## src/rtl/mem_rr_arbiter.sv

```systemverilog
// Round-robin arbiter for the shared global-memory port: one grantee at a time, held until ack or abort.
// Optional forced release after MAX_HOLD cycles is built when the ARB_TIMEOUT_EN macro is defined.
module mem_rr_arbiter #(
    parameter int NUM_CORES = 16,
    parameter int MAX_HOLD  = 64
) (
    input  logic                          clk,
    input  logic                          reset,
    input  logic [NUM_CORES-1:0]          request,
    input  logic                          mem_ack,
    output logic [NUM_CORES-1:0]          core_select,
    output logic [$clog2(NUM_CORES)-1:0]  grant_id,
    output logic                          grant_valid,
    output logic                          timeout_pulse
);

    localparam int ID_W = $clog2(NUM_CORES);

    typedef enum logic [1:0] {
        S_IDLE    = 2'd0,
        S_GRANT   = 2'd1,
        S_RELEASE = 2'd2
    } state_t;

    state_t                 r_state;
    state_t                 w_next_state;
    logic [NUM_CORES-1:0]   r_core_select;
    logic [ID_W-1:0]        r_grant_id;
    logic [ID_W-1:0]        r_last_id;
    logic                   r_grant_valid;
    logic                   r_pulse;
    logic                   w_found;
    logic [ID_W-1:0]        w_pick_id;
    logic [ID_W-1:0]        w_scan;
    logic                   w_grant_live;
    logic                   w_timeout;

    assign w_grant_live = request[r_grant_id];

`ifdef ARB_TIMEOUT_EN
    localparam int HOLD_W = $clog2(MAX_HOLD + 1);
    logic [HOLD_W-1:0] r_hold;

    // Counter sits at zero through IDLE, so it is clear on the first GRANT cycle.
    always_ff @(posedge clk) begin
        if (!reset) begin
            r_hold <= '0;
        end else if (r_state == S_IDLE) begin
            r_hold <= '0;
        end else if (r_state == S_GRANT) begin
            r_hold <= r_hold + 1'b1;
        end
    end

    assign w_timeout = (r_hold == HOLD_W'(MAX_HOLD - 1));
`else
    assign w_timeout = 1'b0;
`endif

    // Scan starts one past the last owner; the power-of-two width makes the wrap free.
    always_comb begin
        w_found   = 1'b0;
        w_pick_id = '0;
        w_scan    = '0;
        for (int k = 1; k <= NUM_CORES; k++) begin
            w_scan = r_last_id + k[ID_W-1:0];
            if (!w_found && request[w_scan]) begin
                w_found   = 1'b1;
                w_pick_id = w_scan;
            end
        end
    end

    always_comb begin
        w_next_state = r_state;
        case (r_state)
            S_IDLE:    if (w_found) w_next_state = S_GRANT;
            S_GRANT:   if (mem_ack || !w_grant_live || w_timeout) w_next_state = S_RELEASE;
            S_RELEASE: w_next_state = S_IDLE;
            default:   w_next_state = S_IDLE;
        endcase
    end

    always_ff @(posedge clk) begin
        if (!reset) begin
            r_state       <= S_IDLE;
            r_core_select <= '0;
            r_grant_id    <= '0;
            r_grant_valid <= 1'b0;
            r_last_id     <= '1;
            r_pulse       <= 1'b0;
        end else begin
            r_state <= w_next_state;
            r_pulse <= 1'b0;
            case (r_state)
                S_IDLE: begin
                    if (w_found) begin
                        r_core_select <= NUM_CORES'(1) << w_pick_id;
                        r_grant_id    <= w_pick_id;
                        r_grant_valid <= 1'b1;
                    end
                end
                S_GRANT: begin
                    if (w_next_state == S_RELEASE) begin
                        r_core_select <= '0;
                        r_grant_valid <= 1'b0;
                        r_last_id     <= r_grant_id;
                        // An ack arriving on the limit cycle is an ordinary completion.
                        r_pulse       <= w_timeout && !mem_ack;
                    end
                end
                default: begin
                    r_core_select <= '0;
                    r_grant_valid <= 1'b0;
                end
            endcase
        end
    end

    always_comb begin
        core_select   = r_core_select;
        grant_id      = r_grant_id;
        grant_valid   = r_grant_valid;
        timeout_pulse = r_pulse;
    end

endmodule

```

## config.mk

```make
export PLATFORM = sky130hd
export DESIGN_NAME = mem_rr_arbiter
export DESIGN_NICKNAME = d
export VERILOG_FILES = /design/src/rtl/mem_rr_arbiter.sv
export SDC_FILE = /design/constraint.sdc
export NUM_CORES = 1
export LEC_CHECK = 0
export CAP_MARGIN = 25
export CORE_UTILIZATION = 50
export CTS_BUF_LIST = sky130_fd_sc_hd__clkbuf_8
export DETAILED_ROUTE_END_ITERATION = 8
export GPL_ROUTABILITY_DRIVEN = 0
export HOLD_SLACK_MARGIN = 0.15
export PLACE_DENSITY_LB_ADDON = 0.1
export SLEW_MARGIN = 20
export SYNTH_ARGS = -nofsm -noshare
export SYNTH_HDL_FRONTEND = slang
export SYNTH_SLANG_ARGS = --single-unit
```

## constraint.sdc

```tcl
create_clock -name clk -period 9.5 [get_ports clk]
set_input_delay 1.425 -clock clk [delete_from_list [all_inputs] [get_ports clk]]
set_output_delay 1.425 -clock clk [all_outputs]
set_load 0.05 [all_outputs]
```

After elaboration in Yosys (flattened, before gate mapping)

Index checks and enable logic that the tools add are counted.

$lt $le $gt $ge: 17
Mux-type cells: 75
Eq/ne operators: 4
$add $sub $neg: 15
Shift-type cells: 1
Reductions and logical operators: 36

Operator list:

| cell                                                                 | number |
|---|---|
| 4-bit by 5-bit < comparator with 1-bit output, second input constant | 17 |
| 1-bit binary-select mux with 4-bit select                            | 17 |
| 4-bit 2-to-1 mux                                                     | 16 |
| 1-bit 2-to-1 mux                                                     | 35 |
| 4-bit adder, second input constant                                   | 8 |
| 16-bit 2-to-1 mux                                                    | 2 |
| 16-bit one-hot mux with 2 select lines                               | 1 |
| 4-bit by 3-bit adder with 4-bit output, second input constant        | 4 |
| 1-bit logical NOT                                                    | 16 |
| 1-bit by 4-bit left shift with 16-bit output, first input constant   | 1 |
| 1-bit logical AND                                                    | 15 |
| 4-bit by 2-bit adder with 4-bit output, second input constant        | 2 |
| 2-bit AND reduction                                                  | 3 |
| 4-bit by 1-bit adder with 4-bit output, second input constant        | 1 |
| 2-bit 2-to-1 mux                                                     | 2 |
| 2-bit != test, second input constant                                 | 2 |
| 2-bit one-hot mux with 2 select lines                                | 1 |
| 2-bit by 1-bit == test with 1-bit output, second input constant      | 1 |
| 2-bit == test, second input constant                                 | 1 |
| 2-bit logical NOT                                                    | 1 |
| 1-bit one-hot mux with 2 select lines                                | 1 |
| 1-bit logical OR                                                     | 1 |

Bits in registers: 27
Output and inout bits: 22
Word-level logic and storage cells: 153

Logic depth before layout (Yosys ltp)

Depth in word-level cells: 54
Mapped depth: 20
Mapped depth without buffers: 12

Worst setup path after synthesis

Ideal clock, no wire load.

Path type: flip-flop to flip-flop
Start point: register r_last_id[0]
End point: register r_core_select[14], in the netlist core_select[14]
Stages on the path, launching flop included: 19
Setup slack: 4379 ps
Buffers on the path: 6
Setup time: 117 ps
Data arrival time: 5004 ps
Path through: dfxtp_1 > buf_2 > buf_2 > buf_1 > inv_1 > ha_1 > buf_1 > clkbuf_1 > mux4_2 > mux2_2 > mux2i_1 > nand3_1 > or4_1 > buf_2 > or4_4 > o2111ai_2 > o21ai_2 > nor3b_1 > a22o_1

Word-level cells in the longest chain between the ends: 54
Elaborated cells between the ends (all ways): 118

RTL lines:

| what                                      | line | source |
|---|---|---|
| start, declared                           | 29   | `logic [ID_W-1:0] r_last_id;` |
| start signal, assigned                    | 107  | `r_last_id <= r_grant_id;` |
| 4-bit by 1-bit adder with 4-bit output    | 66   | `w_scan = r_last_id + k[ID_W-1:0];` |
| 1-bit binary-select mux with 4-bit select | 67   | `if (!w_found && request[w_scan]) begin` |
| 1-bit 2-to-1 mux (implied by the code)    | 67   |  |
| 1-bit 2-to-1 mux                          | 67   |  |
| 1-bit logical NOT                         | 67   |  |
| 1-bit logical AND                         | 67   |  |
| 1-bit 2-to-1 mux                          | 67   |  |
| 1-bit logical NOT                         | 67   |  |
| [38 not listed]                           | n/a  |  |
| 1-bit logical NOT                         | 67   |  |
| 1-bit logical AND                         | 67   |  |
| 1-bit 2-to-1 mux                          | 67   |  |
| 2-bit 2-to-1 mux                          | 77   | `S_IDLE: if (w_found) w_next_state = S_GRANT;` |
| 2-bit one-hot mux with 2 select lines     | 76   | `case (r_state)` |
| 2-bit == test                             | 104  | `if (w_next_state == S_RELEASE) begin` |
| 2-bit != test (no source line)            | n/a  |  |
| 2-bit AND reduction (no source line)      | n/a  |  |
| end signal, assigned                      | 98   | `r_core_select <= NUM_CORES'(1) << w_pick_id;` |
| end, declared                             | 27   | `logic [NUM_CORES-1:0] r_core_select;` |

Several ways; a longest one is shown, not always the timed one. The select of a mux whose other input is x is not followed.
A chain may end at the register's enable or synchronous reset.

Worst setup path in the final report

Start point: register r_last_id[0]
End point: register r_core_select[7], in the netlist core_select[7]

Same word-level chain as after synthesis.

==> metrics <==
wire per inst=20.42 um; Commonest cells post-synth=mux4_2 (35), nand2_1 (31), mux2i_1 (28), dfxtp_1 (27), nor2_1 (25); Max-slew headroom=0.3586; simple-gate share of the synthesized area=0.1867; maxcap violations=0; # port buffers=39; Routed WL=roughly 10 mm; Main synth FF type=dfxtp_1; Die Span X=approximately 86 um; filler cell count=594; Max Freq=~180 MHz; final instance area=roughly 4000 sq um; setup violators final=0; Yosys cell types=67; Power, Total=approximately 0.0015 W; most common cell in the netlist=mux4_2; crit-path max FO=39; die height=85.96 um; drt first pass iters=5; Max clock buf depth=2; Worst-path clk slew=around 100 ps; Syn Inst Count=380; P&R area growth vs syn=14.52%; placed cell area=~4000 sq um; post-route antenna net violation count=0; setup_tns=0 ps; CTS Sinks=27; Die Area=roughly 7400 sq um; status=completed; Max VDD drop=around 0.00017 V; Post-Syn Area=roughly 3500 sq um; overflow left after global routing=0; initial antenna violation count=0; synth warn=0; DRT iter0 DRCs=343; #FFs+latches synth=27; Min-Delay Path Depth=1; cts hold-fix bufs=0; routed via count=approximately 3500; post-place setup slack=roughly 3800 ps; Post-synth EDFFs=0; element type at the critical path end=flip-flop; CTS tree=built; Worst Slack Setup Final=between 4000 and 5000 ps; fin crit period=~5500 ps; leakage=around 1.5 nW; post-synthesis adder-cell area fraction=0.02840; Synth top area share=0.2236; drt drc=0; CP Launch Type=flip-flop; clock latency on the worst-skew pair=roughly 280 ps; Nets=roughly 440; # Post-CTS Setup Buffers=0; period utilisation layout=0.5777; Initial Utilization=0.5188; first-pass GRT wire length=between 15 and 20 mm; Synth Net Count=between 400 and 500; Reg2Reg Depth=13; Post-Synth XOR/XNOR Area=0.01988; largest family of logic cells by synthesized area=multiplexers; clock root buffer=clkbuf_8; num rows=30; RSZ-0062 raised after global routing=no; Synth area leaders=mux4_2 (22%), dfxtp_1 (15%), mux2i_1 (8.0%), mux2_2 (5.1%), nand2_1 (3.3%); detailed-placement wirelength estimate=approximately 7.8 mm; Top Ports=41; share of cells above drive strength 1=0.1863; final hold vios=0; post-DR vias/cell=between 6 and 7; post-synthesis mux area share=0.3543; Synth area leader=mux4_2; Setup CP Type=flip-flop to flip-flop; H-tree levels=1; Compound-Gate Fraction of Synth Area=0.2141; Synth Area per Inst=roughly 9.3 sq um; power per cell area=about 370 nW/um^2; Req. time, crit path=just under 10000 ps; hold crit path type=flip-flop to flip-flop; Global Route Usage Sum=0.2868; clk_skew=7.052 ps; register area share after synthesis=0.1534; Worst Tran Pin Value=around 960 ps; PostCTS Resize Cnt=0; CP arrival=around 5700 ps; max-slew violation count=0; vias in the first global route=3188; # diodes=0; core area=6794 sq um; largest net degree at the start of global routing=40; Async S/R FF share, synth=0; CTS Buf Count=3
-- metrics by stage --
step / cells / util / hold WS (ps)
floorplan: 380 / - / 482.3
global placement: 500 / 0.5860 / 449.0
detailed placement: 500 / 0.5867 / 451.7
CTS: 504 / 0.5941 / 476.0
global route: 504 / 0.5941 / 487.2
finish: 504 / 0.5941 / 472.2
-- worst max-delay path: stages (launching register included) --
cell	delay (ps)
dfxtp_2	330
buf_4	420
inv_1	230
ha_1	800
mux4_2	460
mux2_2	380
a211oi_2	690
a21boi_0	470
o21bai_1	110
a21oi_1	230
o21ai_0	140
a211oi_2	610
nand3_1	310
o2bb2ai_1	230
-- layer usage --
layer  track usage  share of wire  vias to the layer above
li1              -              -                     1570
met2        0.4343           0.44                      197
met3       0.03850          0.083                       22
met5             0              0                        -
met1        0.4374           0.45                     1661
met4       0.05455          0.022                        0
-- final timing paths --
path,from,end,slack (ps)
max,r_last_id[0]$_SDFFE_PN1P_,core_select[7]$_SDFFE_PN0P_,4010
min,core_select[11]$_SDFFE_PN0P_,core_select[11]$_SDFFE_PN0P_,470
min reg2reg,core_select[11]$_SDFFE_PN0P_,core_select[11]$_SDFFE_PN0P_,470
max reg2reg,r_last_id[0]$_SDFFE_PN1P_,core_select[7]$_SDFFE_PN0P_,4010
-- flip-flops by register name, indices dropped and copies added, names as in the netlist --
| name | flops |
|---|---|
| r_last_id | 4 |
| grant_id | 4 |
| grant_valid | 1 |
| r_state | 2 |
| core_select | 16 |
-- area by class of cell --
class / instances / area (sq um) / area share
Clock buffer: 3 / 41.29 / 0.01023
Clock inverter: 1 / 8.758 / 0.002170
Inverter: 15 / 56.30 / 0.01395
Multi-Input combinational cell: 318 / 2840 / 0.7037
Sequential cell: 27 / 541.8 / 0.1342
Tap cell: 96 / 120.1 / 0.02976
Timing Repair Buffer: 44 / 427.9 / 0.1060
-- power by group --
group	switching [W]	leakage, nW	internal, W
sequential	0.0000219	0.220	0.000141
clock	0.0000377	0.0261	0.0000308
combinational	0.000777	1.23	0.000492
-- placed cells by master, fill, tap and decap left out, drive strengths merged, types with 6 or more instances in the layout --
master         count
a22o               8
dfxtp             27
mux2              16
nor2b              7
mux4              35
clkdlybuf4s50     39
nor2              26
nand3             13
nand2             31
inv               16
ha                 8
a21oi             19
mux2i             28
o2bb2ai            8
nor3               8
o21ai             12
a311oi             6
o211ai             6
-- kinds of logic (layout without fill, tap and decap cells) --
group,after synthesis,in the layout
AOI/OAI and AO/OA,99,99
xor gates and xnor gates,8,8
adders and majority gates,8,8
buffers and inverters,35,63
DFF,27,27
muxes,79,79
other,1,1
and+or+nand+nor,123,123
Note: power is estimated with default switching activity, not from simulation.
